**src/rtl/ram_burst_master.sv**
```systemverilog
// ram_burst_master
//   Initiator-side burst controller for the single-port RAM (ram_simple).
//   Accepts write/read burst commands, streams write beats into the RAM and
//   streams RAM contents out on a back-pressured read channel. It is the only
//   driver of the RAM port.
//
// Ports
//   clk, rst                     clock, synchronous active-high reset
//   cmd_valid/cmd_ready          burst command handshake
//   cmd_write, cmd_addr, cmd_len command fields (beats = cmd_len + 1)
//   wr_valid/wr_ready, wr_data   write beat channel
//   rd_valid/rd_ready, rd_data   read beat channel, rd_last flags final beat
//   busy                         high whenever the FSM is not IDLE
//   done                         one-cycle pulse when a burst completes
//   mem_we, mem_addr, mem_wdata  registered RAM command outputs
//   mem_rdata                    RAM registered read data (mem[mem_addr] at previous edge)
//
// Handshake semantics (all channels): a transfer happens on a rising edge where
// valid and ready are both high. A producer holding valid high keeps its
// payload stable until the transfer; ready may change freely while valid is low.
module ram_burst_master #(
  parameter int DATA_WIDTH = 8,
  parameter int ADDR_WIDTH = 8,
  parameter int LEN_WIDTH  = 4
) (
  input  logic                  clk,
  input  logic                  rst,
  input  logic                  cmd_valid,
  output logic                  cmd_ready,
  input  logic                  cmd_write,
  input  logic [ADDR_WIDTH-1:0] cmd_addr,
  input  logic [LEN_WIDTH-1:0]  cmd_len,
  input  logic                  wr_valid,
  output logic                  wr_ready,
  input  logic [DATA_WIDTH-1:0] wr_data,
  output logic                  rd_valid,
  input  logic                  rd_ready,
  output logic [DATA_WIDTH-1:0] rd_data,
  output logic                  rd_last,
  output logic                  busy,
  output logic                  done,
  output logic                  mem_we,
  output logic [ADDR_WIDTH-1:0] mem_addr,
  output logic [DATA_WIDTH-1:0] mem_wdata,
  input  logic [DATA_WIDTH-1:0] mem_rdata
);

  typedef enum logic [1:0] {IDLE, WRITE, READ, FINISH} state_t;

  localparam logic [ADDR_WIDTH-1:0] ADDR_ONE = ADDR_WIDTH'(1);
  localparam logic [LEN_WIDTH:0]    LEN_ONE  = (LEN_WIDTH + 1)'(1);

  state_t                  state;
  logic [ADDR_WIDTH-1:0]   cur_addr;
  logic [LEN_WIDTH:0]      beats_left;      // beats still to complete (accept or pop)
  logic [LEN_WIDTH:0]      beats_to_issue;  // read beats not yet issued to the RAM

  // Read FIFO (4 entries) and the two-stage in-flight tracker:
  // pipe_s1 = address issued last edge, RAM samples it at the next edge;
  // pipe_s2 = mem_rdata now holds that beat, captured at the next edge.
  logic [DATA_WIDTH-1:0]   fifo_mem [4];
  logic [1:0]              fifo_wr_ptr;
  logic [1:0]              fifo_rd_ptr;
  logic [2:0]              fifo_count;
  logic                    pipe_s1;
  logic                    pipe_s2;
  logic [3:0]              occupancy;
  logic                    issue;
  logic                    push;
  logic                    pop;

  // Issue is throttled on FIFO entries plus beats still in flight, so every
  // issued beat is guaranteed a slot when it lands; no pop credit is taken.
  assign occupancy = {1'b0, fifo_count} + {3'b000, pipe_s1} + {3'b000, pipe_s2};
  assign issue     = (state == READ) && (beats_to_issue != '0) && (occupancy < 4'd4);
  assign push      = pipe_s2;
  assign pop       = rd_valid && rd_ready;

  assign rd_valid  = (fifo_count != 3'd0);
  assign rd_data   = fifo_mem[fifo_rd_ptr];
  // beats_left counts unpopped read beats, so the head is final when it is 1.
  assign rd_last   = rd_valid && (beats_left == LEN_ONE);

  always_ff @(posedge clk) begin
    if (rst) begin
      state          <= IDLE;
      cmd_ready      <= 1'b1;
      wr_ready       <= 1'b0;
      busy           <= 1'b0;
      done           <= 1'b0;
      mem_we         <= 1'b0;
      mem_addr       <= '0;
      mem_wdata      <= '0;
      cur_addr       <= '0;
      beats_left     <= '0;
      beats_to_issue <= '0;
      fifo_wr_ptr    <= 2'd0;
      fifo_rd_ptr    <= 2'd0;
      fifo_count     <= 3'd0;
      pipe_s1        <= 1'b0;
      pipe_s2        <= 1'b0;
    end else begin
      done    <= 1'b0;
      pipe_s1 <= issue;
      pipe_s2 <= pipe_s1;

      if (push) begin
        fifo_mem[fifo_wr_ptr] <= mem_rdata;
        fifo_wr_ptr           <= fifo_wr_ptr + 2'd1;
      end
      if (pop) begin
        fifo_rd_ptr <= fifo_rd_ptr + 2'd1;
      end
      case ({push, pop})
        2'b10:   fifo_count <= fifo_count + 3'd1;
        2'b01:   fifo_count <= fifo_count - 3'd1;
        default: fifo_count <= fifo_count;
      endcase

      if (issue) begin
        mem_addr       <= cur_addr;
        cur_addr       <= cur_addr + ADDR_ONE;
        beats_to_issue <= beats_to_issue - LEN_ONE;
      end

      case (state)
        IDLE: begin
          if (cmd_valid && cmd_ready) begin
            cur_addr       <= cmd_addr;
            beats_left     <= {1'b0, cmd_len} + LEN_ONE;
            beats_to_issue <= {1'b0, cmd_len} + LEN_ONE;
            cmd_ready      <= 1'b0;
            busy           <= 1'b1;
            if (cmd_write) begin
              state    <= WRITE;
              wr_ready <= 1'b1;
            end else begin
              state <= READ;
            end
          end
        end
        WRITE: begin
          if (wr_valid && wr_ready) begin
            mem_we     <= 1'b1;
            mem_addr   <= cur_addr;
            mem_wdata  <= wr_data;
            cur_addr   <= cur_addr + ADDR_ONE;
            beats_left <= beats_left - LEN_ONE;
            if (beats_left == LEN_ONE) begin
              state    <= FINISH;
              wr_ready <= 1'b0;
              done     <= 1'b1;
            end
          end else begin
            mem_we <= 1'b0;
          end
        end
        READ: begin
          if (pop) begin
            beats_left <= beats_left - LEN_ONE;
            if (beats_left == LEN_ONE) begin
              state <= FINISH;
              done  <= 1'b1;
            end
          end
        end
        FINISH: begin
          mem_we    <= 1'b0;
          state     <= IDLE;
          cmd_ready <= 1'b1;
          busy      <= 1'b0;
        end
        default: begin
          state <= IDLE;
        end
      endcase
    end
  end

endmodule

```
**config.mk**
```make
export PLATFORM = sky130hd
export DESIGN_NAME = ram_burst_master
export DESIGN_NICKNAME = d
export VERILOG_FILES = /design/src/rtl/ram_burst_master.sv
export SDC_FILE = /design/constraint.sdc
export NUM_CORES = 1
export LEC_CHECK = 0
export BUFFER_PORTS_ARGS = -buffer_cell sky130_fd_sc_hd__buf_2
export CAP_MARGIN = 20
export CORE_UTILIZATION = 51
export DETAILED_ROUTE_END_ITERATION = 10
export PLACE_DENSITY = 0.76
export SLEW_MARGIN = 20
export SYNTH_ARGS = -nofsm -noshare
export SYNTH_HDL_FRONTEND = slang
export SYNTH_SLANG_ARGS = --single-unit
```
**constraint.sdc**
```tcl
create_clock -name clk -period 2.2 [get_ports clk]
set_clock_uncertainty 0.15 [all_clocks]
set_input_delay 0.44 -clock clk [delete_from_list [all_inputs] [get_ports clk]]
set_output_delay 0.44 -clock clk [all_outputs]
set_load 0.005 [all_outputs]
```
**Word level (Yosys, flattened, before mapping)**

Memory sizes are Yosys's and may differ from the RTL's. A register that Yosys moved wholly into a read port is not among the register bits.
Cells that the tools add are included.

- Register bits: 50
- RAM bits: 32
- Input port bits: 34
- Logic and storage cells: 99
- Memories: 1

- Add/sub/neg operators: 10
- Order comparisons: 1
- Equal/unequal tests: 11
- Muxes and demuxes: 41
- Reduce and logical (&&, ||, !) cells: 19

Memory list:

| memory | words | bits a word | read ports | clocked after Yosys merged registers in | wr ports | line | text |
|---|---|---|---|---|---|---|---|
| fifo_mem | 4 | 8 | 1 | 1 | 1 | 61 | `logic [DATA_WIDTH-1:0] fifo_mem [4];` |

Operators by type and width:

| operator | count |
|---|---|
| 2-to-1 mux 8 bit | 6 |
| 2-to-1 mux 5 bit | 6 |
| one-hot mux 8 bit (2 select lines) | 1 |
| one-hot mux 5 bit (3 select lines) | 1 |
| 2-to-1 mux 2 bit | 7 |
| 2-to-1 mux 1 bit | 13 |
| != test 2 bit, second input constant | 5 |
| one-hot mux 1 bit (2 select lines) | 5 |
| subtractor 5 x 1 -> 5 bit, second input constant | 2 |
| adder 8 x 1 -> 8 bit, second input constant | 1 |
| one-hot mux 2 bit (4 select lines) | 1 |
| nonzero test 2 bit | 4 |
| == test 2 bit, second input constant | 3 |
| logical AND 1 bit | 6 |
| one-hot mux 3 bit (2 select lines) | 1 |
| nonzero test 3 bit | 2 |
| adder 4 x 1 -> 5 bit, second input constant | 1 |
| == test 5 x 1 -> 1 bit, second input constant | 1 |
| AND reduction 5 bit | 1 |
| nonzero test 5 bit | 1 |
| adder 2 x 1 -> 2 bit, second input constant | 2 |
| adder 3 x 1 -> 4 bit | 1 |
| adder 4 x 1 -> 4 bit | 1 |
| == test 2 x 1 -> 1 bit, second input constant | 2 |
| 7 further kinds | 8 |

**Longest topological paths before layout**

Gate-level depths: netlist of the first run.

- Depth in word-level cells: 7
- Depth in mapped cells: 8
- Gate-level depth less buffers: 8

**Worst setup path before layout of the first run**

OpenSTA, ideal clock, no wires.

- Path type: reg2reg
- Start point: register state[0]
- End point: register beats_left[4]
- Setup time: 128 ps
- Arrival: 1,855 ps
- Required time: 1,922 ps
- Path slack: 68 ps
- Cell stages (with the launch flop): 9
- Buffers on the path: 1
- Clock period less this slack: 2,132 ps
- Cells stage by stage: dfxtp_1 inv_1 ha_1 buf_6 a21boi_2 a2111oi_4 a21bo_1 a22oi_1 nor2_1

- Word-level cells in the longest chain between the ends: 3
- Elaborated cells on any way between the ends: 9

RTL lines:

| what | line | text |
|---|---|---|
| start: declaration | 53 | `state_t state;` |
| start signal: assignment | 86 | `state <= IDLE;` |
| start signal: assignment | 135 | `state <= WRITE;` |
| start signal: assignment | 138 | `state <= READ;` |
| == test 2 bit (tied with other cells) | 126 | `case (state)` |
| != test 2 bit (no source line) or nonzero test 3 bit (tied branches) | n/a |  |
| AND reduction 4 bit (no source line) | n/a |  |
| end signal: assignment | 130 | `beats_left <= {1'b0, cmd_len} + LEN_ONE;` |
| end signal: assignment | 148 | `beats_left <= beats_left - LEN_ONE;` |
| end signal: assignment | 160 | `beats_left <= beats_left - LEN_ONE;` |
| end: declaration | 55 | `logic [LEN_WIDTH:0] beats_left;` |

Several ways; a longest one is shown, not always the timed one.
A chain may end at the register's enable or synchronous reset.

**Worst setup path after layout of the first run**

- Start point: register beats_left[1]
- End point: output port rd_last

- Word-level cells in the longest chain between the ends: 2

RTL lines:

| what | line | text |
|---|---|---|
| == test 5 x 1 -> 1 bit | 82 | `assign rd_last = rd_valid && (beats_left == LEN_ONE);` |
| logical AND 1 bit | 82 |  |
| end: declaration | 39 | `output logic rd_last,` |

No other way between the ends.

==> out/results.ini, run 1 <==
[floorplanning]
die_area_um2=8010
initial_utilization_pct=53.3
die-height_um=89.5
dieWidth_um=89.5
coreArea_um2=7330
ios=65
rows=31

[timing]
tightestPinTransition_ns=0.500
setup_viol=0
rsz0062_at_grt=no
fin_tns_setup_ns=0
hold_viol=0
fin_crit_sh_pct=96.3
timing.hold.ws_ns=0.149
fin_ws_ns=0.0821
fmax_mhz=472
period_needed_ns=2.12
slew_viol_final=0
slew_headroom_pct=66.7

[worst_setup_path]
end_kind=output port
crit_start=beats_left[1]
worst_setup_path_start_kind=register
cp.required_ns=1.61
crit_type=register to output port
crit_path_max_fanout=3
r2r_start=fifo_count[0]
arrival_ns=1.53

[clock_tree]
cts_tree=done
clkTransAtPathRegs_ns=0.09
clock_sinks=84
cts_max_level=3
clk_path_buf_depth=2
clockRootBuffer=clkbuf_8
holdBufCountCts=0
clock_latency_ns=0.36
numCtsBuffers=9

[cells_and_area]
finalNetCount=501
diodes=0
area_growth_pct=18.9
nFillCells=604
ff_latch_area_um2=2010
drive_gt1_share_pct=25.7
multi_input_area_um2=1740

[grt]
antenna_found_initial=0
grtUsageTotal_pct=21.3
grt_max_degree=49
grt_pass1_wl_um=12800
grt_pass1_vias=2813
grt.overflow.total=0

[detailed_routing]
routed_via_density=5.35
routedWlPerCell_um=14.5
drt-total-wl_um=8010
dr.first_iter.drc_count=150
drt_pass1_iterations=4
vias=2962
ant_nets=0
remaining_drc_errors=0

[place]
port_buffers=64
gp_congestion=0.838
dp_slack_ns=0.106
hpwl_um=5800

[pwr]
vdd_drop_max_v=0.000597
power_density_nw_per_um2=1080
p_leak_uw=0.00182

[min_path]
min_from=mem_rdata[1]
hold_path.class=primary input to register

[synthesis]
synth-main-ff-cell=dfxtp_1
ys_types=48
async_reset_ff_share_pct=0
syn_inst=377
ys_ff_latch=84
ys_warn_count=0
ys_seq_area_share_pct=51.3
yosysTopAreaCellShare_pct=26.7
syn-num-nets=428
syn_avg_cell_area_um2=10.4
yosys.area.top_type=dfxtp_1
synth_commonest_cells=dfxtp_1, nand2_1, edfxtp_1
synth.most_common_cell=dfxtp_1
synth_area_um2=3900
synth_edf_count=32
synth_area_leaders=dfxtp_1, edfxtp_1, ha_1

[run_status]
outcome=finished, final reports clean

[flow_run]
drv_cap=0

==> metal layers <==
layer / GRT usage, % / part of all wire, %
met1: 26.1 / 44
met2: 36.6 / 50
met3: 6.19 / 5.3
met4: 5.92 / 0.85
met5: 0 / 0
==> metrics by stage <==
stage	total power [uW]	instance area, um2	std cells	utilization [%]
after CTS	5030	4630	554	63.2
after global routing	5340	4640	554	63.3
after detailed placement	3800	4400	537	60.0
final	5010	4640	554	63.3
after floorplan	3280	3900	377	-
after global placement	3730	4400	537	60.0
==> cells in the final DEF, fill, tap and decap left out, types with 5 or more instances in the layout <==
cell type / n
a21oi_1: 31
a22oi_1: 8
and3_1: 7
buf_2: 64
buf_4: 16
clkbuf_8: 9
dfxtp_1: 50
edfxtp_1: 32
ha_1: 16
inv_1: 19
mux2i_1: 6
mux4_2: 8
nand2_1: 49
nand3_1: 11
nor2_1: 29
nor3_1: 6
o21ai_0: 13
o21ai_1: 5
o22ai_1: 8
xnor2_1: 6
xor2_1: 13
==> state kept, by name, summed over array words and instances, names as in the netlist, named ones only <==
name and count:
beats_to_issue 5, fifo_count 3, state 2, mem_addr 8
done 1, busy 1, cur_addr 8, fifo_rd_ptr 2
mem_we 1, cmd_ready 1, wr_ready 1, pipe_s1 1
fifo_mem 32, fifo_wr_ptr 2, beats_left 5, mem_wdata 8
pipe_s2 1
==> logic make-up (layout without fill, tap and decap cells) <==
group / count (synthesis) / in the layout / share of synthesized area [%]
simple gates: 116 / 116 / 13.3
mux: 14 / 14 / 6.15
xor+xnor: 19 / 19 / 4.26
flops: 84 / 84 / 51.3
fa+ha+maj: 17 / 17 / 5.64
compound gates: 87 / 87 / 15.1
buf+inv: 40 / 118 / 4.23
==> path summary, 6_finish.rpt <==
path	end	slack [ns]	cells after the start
max	rd_last	0.08	5
min	fifo_mem[0][1]	0.15	1
max reg2reg	beats_to_issue[0]	0.15	7
min reg2reg	mem_addr[0]	0.30	2
==> final cells by class <==
class                      count  share of cell area (%)
sequential                    84                    43.2
multi-input combinational    253                    37.6
timing repair buffer          82                    10.2
clock buffer                   9                    2.67
tap                           99                    2.67
clock inverter                 7                    2.08
inverter                      20                    1.62
==> report_power, final <==
| part | switching [uW] | internal [uW] |
|---|---|---|
| registers | 187 | 1800 |
| logic | 990 | 829 |
| clock network | 565 | 643 |
| total | 1740 | 3270 |
==> what timing repair did <==
item                                    CTS  global route
hold endpoints to repair                  0             0
gates cloned                              0             0
buffers inserted                          1             0
endpoints found under the setup margin    1             9
pin swaps                                 0             0
resized for setup                         2             5
==> critical path: stages (launching register included) <==
cell and delay, ns:
dfxtp_2 0.33, inv_2 0.05, ha_1 0.12, or4b_4 0.45, nor2b_1 0.11, buf_2 0.11
(Power assumes the default switching activity.)
==> run 2, diff against run 1 <==
--- a/config.mk
+++ b/config.mk
@@ -5,11 +5,12 @@
 export SDC_FILE = /design/constraint.sdc
 export NUM_CORES = 1
 export LEC_CHECK = 0
-export BUFFER_PORTS_ARGS = -buffer_cell sky130_fd_sc_hd__buf_2
 export CAP_MARGIN = 20
-export CORE_UTILIZATION = 51
+export CORE_UTILIZATION = 53
 export DETAILED_ROUTE_END_ITERATION = 10
-export PLACE_DENSITY = 0.76
+export DONT_BUFFER_PORTS = 1
+export GPL_TIMING_DRIVEN = 0
+export PLACE_DENSITY = 0.71
 export SLEW_MARGIN = 20
 export SYNTH_ARGS = -nofsm -noshare
 export SYNTH_HDL_FRONTEND = slang
==> run 2 against run 1 <==
  * Largest cell class unchanged
  * Critical path type unchanged
  * Largest power group unchanged
  * Via count is 2.4% lower
  * Final area fell by 4.6%
  * Critical endpoint unchanged
  * Sequential power hardly changed
  * Clock power shrank 15%
==> out/results.ini, run 2 (same netlist as run 1, synthesis figures left out) <==
[floorplanning]
rows=30  ; -3.2%
die-height_um=87.8  ; -1.9%
initial_utilization_pct=56.2  ; +3.0 points
die_area_um2=7710  ; -3.7%
coreArea_um2=6940  ; -5.3%
dieWidth_um=87.8  ; -1.9%
ios=65  ; unchanged

[worst_setup_path]
worst_setup_path_start_kind=register
r2r_start=fifo_count[0]
crit_type=register to output port
arrival_ns=1.54  ; about the same
slowest_delay_ns=0.48  ; +0.03 ns
ff2ff_path_depth=8  ; +1
critical-path-slowest-cell=or4b_4
worstPathCellList=inv_1, ha_1, or4b_4, nor2b_2
cp.required_ns=1.61  ; about the same
end_kind=output port
rr_endpoint=beats_to_issue[1]
reg2reg_slack_ns=0.10  ; -0.05 ns
crit_path_max_fanout=3  ; unchanged

[clock_tree]
clock_latency_ns=0.35  ; about the same
clk_path_buf_depth=2  ; unchanged
clock_sinks=84  ; unchanged
cts_tree=done
cts_max_level=3  ; unchanged
numCtsBuffers=9  ; unchanged
clkTransAtPathRegs_ns=0.09  ; about the same
clockRootBuffer=clkbuf_8

[timing]
fin_crit_sh_pct=96.6  ; +0.37 points
hold_viol=0  ; unchanged
slew_viol_final=0  ; unchanged
fmax_mhz=470  ; -0.39%
period_needed_ns=2.13  ; +0.00823 ns
setup_viol=0  ; unchanged
slew_headroom_pct=57.9  ; -8.8 points
tightestPinTransition_ns=0.632  ; +0.132 ns

[detailed_routing]
routed_via_density=5.76  ; +7.7%
drt_pass1_iterations=5  ; +1
vias=2890  ; -2.4%
routedWlPerCell_um=17.0  ; +17%
remaining_drc_errors=0  ; unchanged
drt-total-wl_um=8530  ; +6.4%
dr.first_iter.drc_count=139  ; -7.3%
ant_nets=0  ; unchanged

[pwr]
vdd_drop_max_v=0.000931  ; +56%
p_leak_uw=0.00156  ; -14%
power_density_nw_per_um2=1110  ; +2.5%

[cells_and_area]
diodes=0  ; unchanged
nFillCells=535  ; -11%
largest_register_ff_count=32  ; unchanged
drive_gt1_share_pct=15.5  ; -10 points
area_growth_pct=13.4
fin_cells=502  ; -9.4%
post-route-util_pct=63.7  ; +0.44 points
most-common-layout-cells=nand2_1, dfxtp_1, edfxtp_1, a21oi_1, nor2_1
top_register=fifo_mem
finalNetCount=452  ; -9.8%
ff_latch_area_um2=2020  ; +0.75%
multi_input_area_um2=1800  ; +3.4%
layout_commonest_cell=nand2_1

[place]
place_inst=473  ; -12%
gp_congestion=0.847  ; +1.1%
port_buffers=0  ; -100%
hpwl_um=5910  ; +1.8%

[grt]
grtUsageTotal_pct=22.8  ; +1.5 points
grt_max_degree=17  ; -65%
grt.overflow.total=0  ; unchanged
antenna_found_initial=0  ; unchanged
grt_pass1_wl_um=13100  ; +1.9%
grt_pass1_vias=2725  ; -3.1%

[min_path]
hold_path.class=primary input to register
hold_end=fifo_mem[0][7]
holdPathStages=0  ; -1
min_from=mem_rdata[7]

[run_status]
outcome=finished, final reports clean

[flow_run]
drv_cap=0  ; unchanged

## run 2: changes by cell type in the layout (fill, tap and decap cells not counted), moves of 3 or more
cell | previous run | this run
dlygate4sd3_1 | 0 | 8
dfxtp_1 | 50 | 44
buf_4 | 16 | 8
dfxtp_4 | 1 | 4
dfxtp_2 | 1 | 4
clkbuf_1 | 0 | 9
clkbuf_2 | 0 | 3
buf_2 | 64 | 1
## run 2: critical path, delay by kind of cell (launching register included)
kind,cells,cell delay [ns]
and+or+nand+nor,2,0.62
buffers and inverters,1,0.09
DFF,1,0.33
adders and majority gates,1,0.15
## run 2: layer usage
layer | track usage, % | wire, um | vias up
li1 | - | - | 1397
met1 | 28.8 | 3720 | 1379
met2 | 36.2 | 4110 | 99
met3 | 7.73 | 547 | 15
met4 | 8.64 | 148 | 0
met5 | 0 | 0 | -
## run 2: worst max-delay path by stage
stage | startpoint | to | slack (ns)
after global placement | pipe_s2 | mem_addr[1] | -0.18
after detailed placement | fifo_count[0] | fifo_count[2] | -0.29
final | beats_left[1] | rd_last | 0.07
after floorplan | state[0] | beats_left[4] | 0.07
after global routing | fifo_count[0] | beats_to_issue[1] | -0.02
after CTS | state[1] | beats_left[4] | 0.01
## run 2: what timing repair did
item / in CTS / in global routing
setup endpoints to repair: 45 / 39
pin swaps: 3 / 0
gates resized for setup: 14 / 19
buffers inserted: 4 / 4
hold endpoints to repair: 0 / 22
hold buffers: 0 / 8
## run 2: report_power, final
| group | switching, uW | internal, uW | total, uW | leakage (uW) |
|---|---|---|---|---|
| registers | 196 | 1800 | 1990 | 0.000716 |
| logic | 1060 | 820 | 1880 | 0.000756 |
| clock network | 597 | 429 | 1030 | 0.0000897 |
| total | 1850 | 3050 | 4900 | 0.00156 |
## run 2: cell type report
| type | count | area share (%) |
|---|---|---|
| sequential | 84 | 45.7 |
| multi-input combinational | 253 | 40.7 |
| timing repair buffer | 16 | 3.17 |
| clock buffer | 9 | 2.80 |
| tap | 96 | 2.71 |
| buffer | 17 | 1.89 |
| inverter | 20 | 1.70 |
| clock inverter | 7 | 1.36 |
## run 2: metrics by stage
step | cell area, um2 | hold WS, ns | TNS (ns) | worst slack (ns) | power [uW]
after global routing | 4430 | 0.000303 | -0.0156 | -0.0156 | 5200
after global placement | 4020 | 0.311 | -2.99 | -0.180 | 3580
after CTS | 4270 | 0.00764 | 0 | 0.00968 | 4760
after floorplan | 3900 | 0.289 | 0 | 0.0676 | 3280
final | 4430 | 0.0297 | 0 | 0.0739 | 4900
after detailed placement | 4020 | 0.316 | -4.13 | -0.288 | 3640
==> run 3, diff against run 2 <==
--- a/config.mk
+++ b/config.mk
@@ -6,6 +6,7 @@
 export NUM_CORES = 1
 export LEC_CHECK = 0
 export CAP_MARGIN = 20
+export CORE_MARGIN = 2
 export CORE_UTILIZATION = 53
 export DETAILED_ROUTE_END_ITERATION = 10
 export DONT_BUFFER_PORTS = 1
==> constraint.sdc (replaced) <==
create_clock -name clk -period 1.7 [get_ports clk]
set_clock_uncertainty 0.15 [all_clocks]
set_input_delay 0.34 -clock clk [delete_from_list [all_inputs] [get_ports clk]]
set_output_delay 0.34 -clock clk [all_outputs]
set_load 0.005 [all_outputs]
==> run 3 against run 2 <==
  * The run now ends with setup timing left
  * Hold slack got worse by 0.016 ns
  * Clock power increased by 50%
  * Non-clock buffer count increased by 39
  * Cell count increased by 8.4%
  * Global-route usage increased by 1.2 points
  * Die area increased by 4.6%
  * Core utilization increased by 8.0 points
  * Sequential power increased by 32%
  * Clock-buffer cell count increased by 2
  * Via count increased by 7.5%
  * Critical endpoint is now cur_addr[4]
  * Highest routed layer unchanged
==> out/results.ini, run 3 (same netlist as run 1, synthesis figures left out) <==
[clock_tree]
clk_path_buf_depth=2  ; unchanged
numCtsBuffers=9  ; unchanged
cts_max_level=3  ; unchanged
clock_latency_ns=0.36  ; about the same
clkTransAtPathRegs_ns=0.09  ; about the same
cts_tree=done
clockRootBuffer=clkbuf_8
clock_sinks=84  ; unchanged

[run_status]
outcome=complete, but fails checks
violations=setup timing

[worst_setup_path]
slowest_delay_ns=0.37  ; -0.11 ns
cp_top_family=compound AO/OA/AOI/OAI gates
crit_path_max_fanout=5  ; +2
critical-path-slowest-cell=dfxtp_4
end_kind=register
arrival_ns=2.14  ; +0.60 ns
cp.required_ns=1.80  ; +0.19 ns
critPathBufInv=3  ; +2
worst_setup_path_start_kind=register
crit_type=register to register
crit_top_cell=buf_4
worstPathCellList=ha_4, a21o_1, a2111oi_4, buf_4, buf_6, buf_4, mux2i_1, o21ai_1

[place]
hpwl_um=5840  ; -1.2%
port_buffers=0  ; unchanged
gp_congestion=0.894  ; +5.6%
place_inst=476  ; +0.63%
placed_area_um2=4120  ; +2.5%

[timing]
fin_tns_setup_ns=-9.01  ; -9.01 ns
hold_viol=0  ; unchanged
slew_headroom_pct=58.7  ; +0.79 points
tightestPinTransition_ns=0.620  ; -0.0119 ns
rsz0062_at_grt=yes
fmax_mhz=492
fin_ws_ns=-0.333  ; -0.407 ns
slew_viol_final=0  ; unchanged
period_needed_ns=2.03
setup_viol=43  ; +43
fin_crit_sh_pct=120

[cells_and_area]
largest_register_ff_count=32  ; unchanged
finalNetCount=491  ; +8.6%
most-common-layout-cells=dfxtp_1, nand2_1, edfxtp_1, nor2_1, buf_4
area_growth_pct=31.9
post-route-util_pct=71.8  ; +8.0 points
design_area_um2=5150  ; +16%
diodes=0  ; unchanged
layout_commonest_cell=dfxtp_1
fin_cells=544  ; +8.4%
top_register=fifo_mem
drive_gt1_share_pct=32.4  ; +17 points

[grt]
grt.overflow.total=0  ; unchanged
grt_pass1_wl_um=15200  ; +16%
grt_max_degree=15  ; -2
grt_pass1_vias=3088  ; +13%
grtUsageTotal_pct=23.9  ; +1.2 points
antenna_found_initial=0  ; unchanged

[min_path]
hold_path.class=primary input to register

[floorplanning]
die_area_um2=8070  ; +4.6%
coreArea_um2=7180  ; +3.3%
dieWidth_um=89.8  ; +2.3%
rows=31  ; +3.3%
die-height_um=89.8  ; +2.3%
initial_utilization_pct=54.4  ; -1.8 points
ios=65  ; unchanged

[flow_run]
drv_cap=0  ; unchanged

[detailed_routing]
remaining_drc_errors=0  ; unchanged
routed_via_density=5.71  ; -0.79%
drt-total-wl_um=9690  ; +14%
dr.first_iter.drc_count=140  ; +0.72%
ant_nets=0  ; unchanged
routedWlPerCell_um=17.8  ; +4.9%
vias=3107  ; +7.5%
drt_pass1_iterations=4  ; -1

[pwr]
p_leak_uw=0.00184  ; +18%
vdd_drop_max_v=0.00131  ; +40%
power_density_nw_per_um2=1520  ; +37%

-- run 3: area by class of cell --
cell class / count / area (um2)
multi-input cells: 253 / 2040
plain buffers: 15 / 124
inverters: 20 / 83.8
clock buffers: 11 / 163
repair buffers: 57 / 531
flip-flops and latches: 84 / 2030
fillers: 510 / 2030
clock inverters: 5 / 56.3
well taps: 99 / 124
-- run 3: what timing repair did --
action                                  CTS  global route
gates resized for setup                  58            37
endpoints found under the hold margin    42             0
gates cloned                              1             1
pin swaps                                30            24
endpoints found under the setup margin   53            53
hold buffers                             18             0
setup buffers                            30             9
-- run 3: routing by layer --
metal / track usage [%] / routed length (um) / vias to the layer above
li1: - / - / 1471
met1: 29.7 / 4040 / 1499
met2: 40.7 / 4920 / 121
met3: 6.45 / 571 / 16
met4: 8.08 / 162 / 0
met5: 0 / 0 / -
-- run 3: final timing paths --
kind	slack, ns	cells past startpoint	startpoint	endpoint
setup reg to reg	-0.33	8	fifo_count[0]	cur_addr[4]
hold reg to reg	0.33	2	mem_wdata[6]	mem_wdata[6]
setup / recovery	-0.33	8	fifo_count[0]	cur_addr[4]
hold / removal	0.01	2	rst	cur_addr[3]
-- run 3: metrics by stage --
stage               hold slack, ns  setup slack [ns]  total power, uW
finish                      0.0137            -0.333             7810
floorplan                    0.285            -0.266             4360
detailed placement           0.289            -0.542             4840
CTS                        0.00767            -0.306             7280
global route                0.0150            -0.424             8210
global placement             0.287            -0.510             4780
-- run 3: where the power goes --
part,leakage (uW),switching [uW],internal (uW)
registers,0.000717,287,2340
logic,0.00100,1820,1820
clock network,0.000116,730,809
total,0.00184,2840,4970
-- run 3: worst reg2reg max path: stages (launching register included) --
cell and delay [ns]:
dfxtp_4 0.37, ha_4 0.23, a21o_1 0.18, a2111oi_4 0.28, buf_4 0.20, buf_6 0.14
buf_4 0.13, mux2i_1 0.18, o21ai_1 0.08
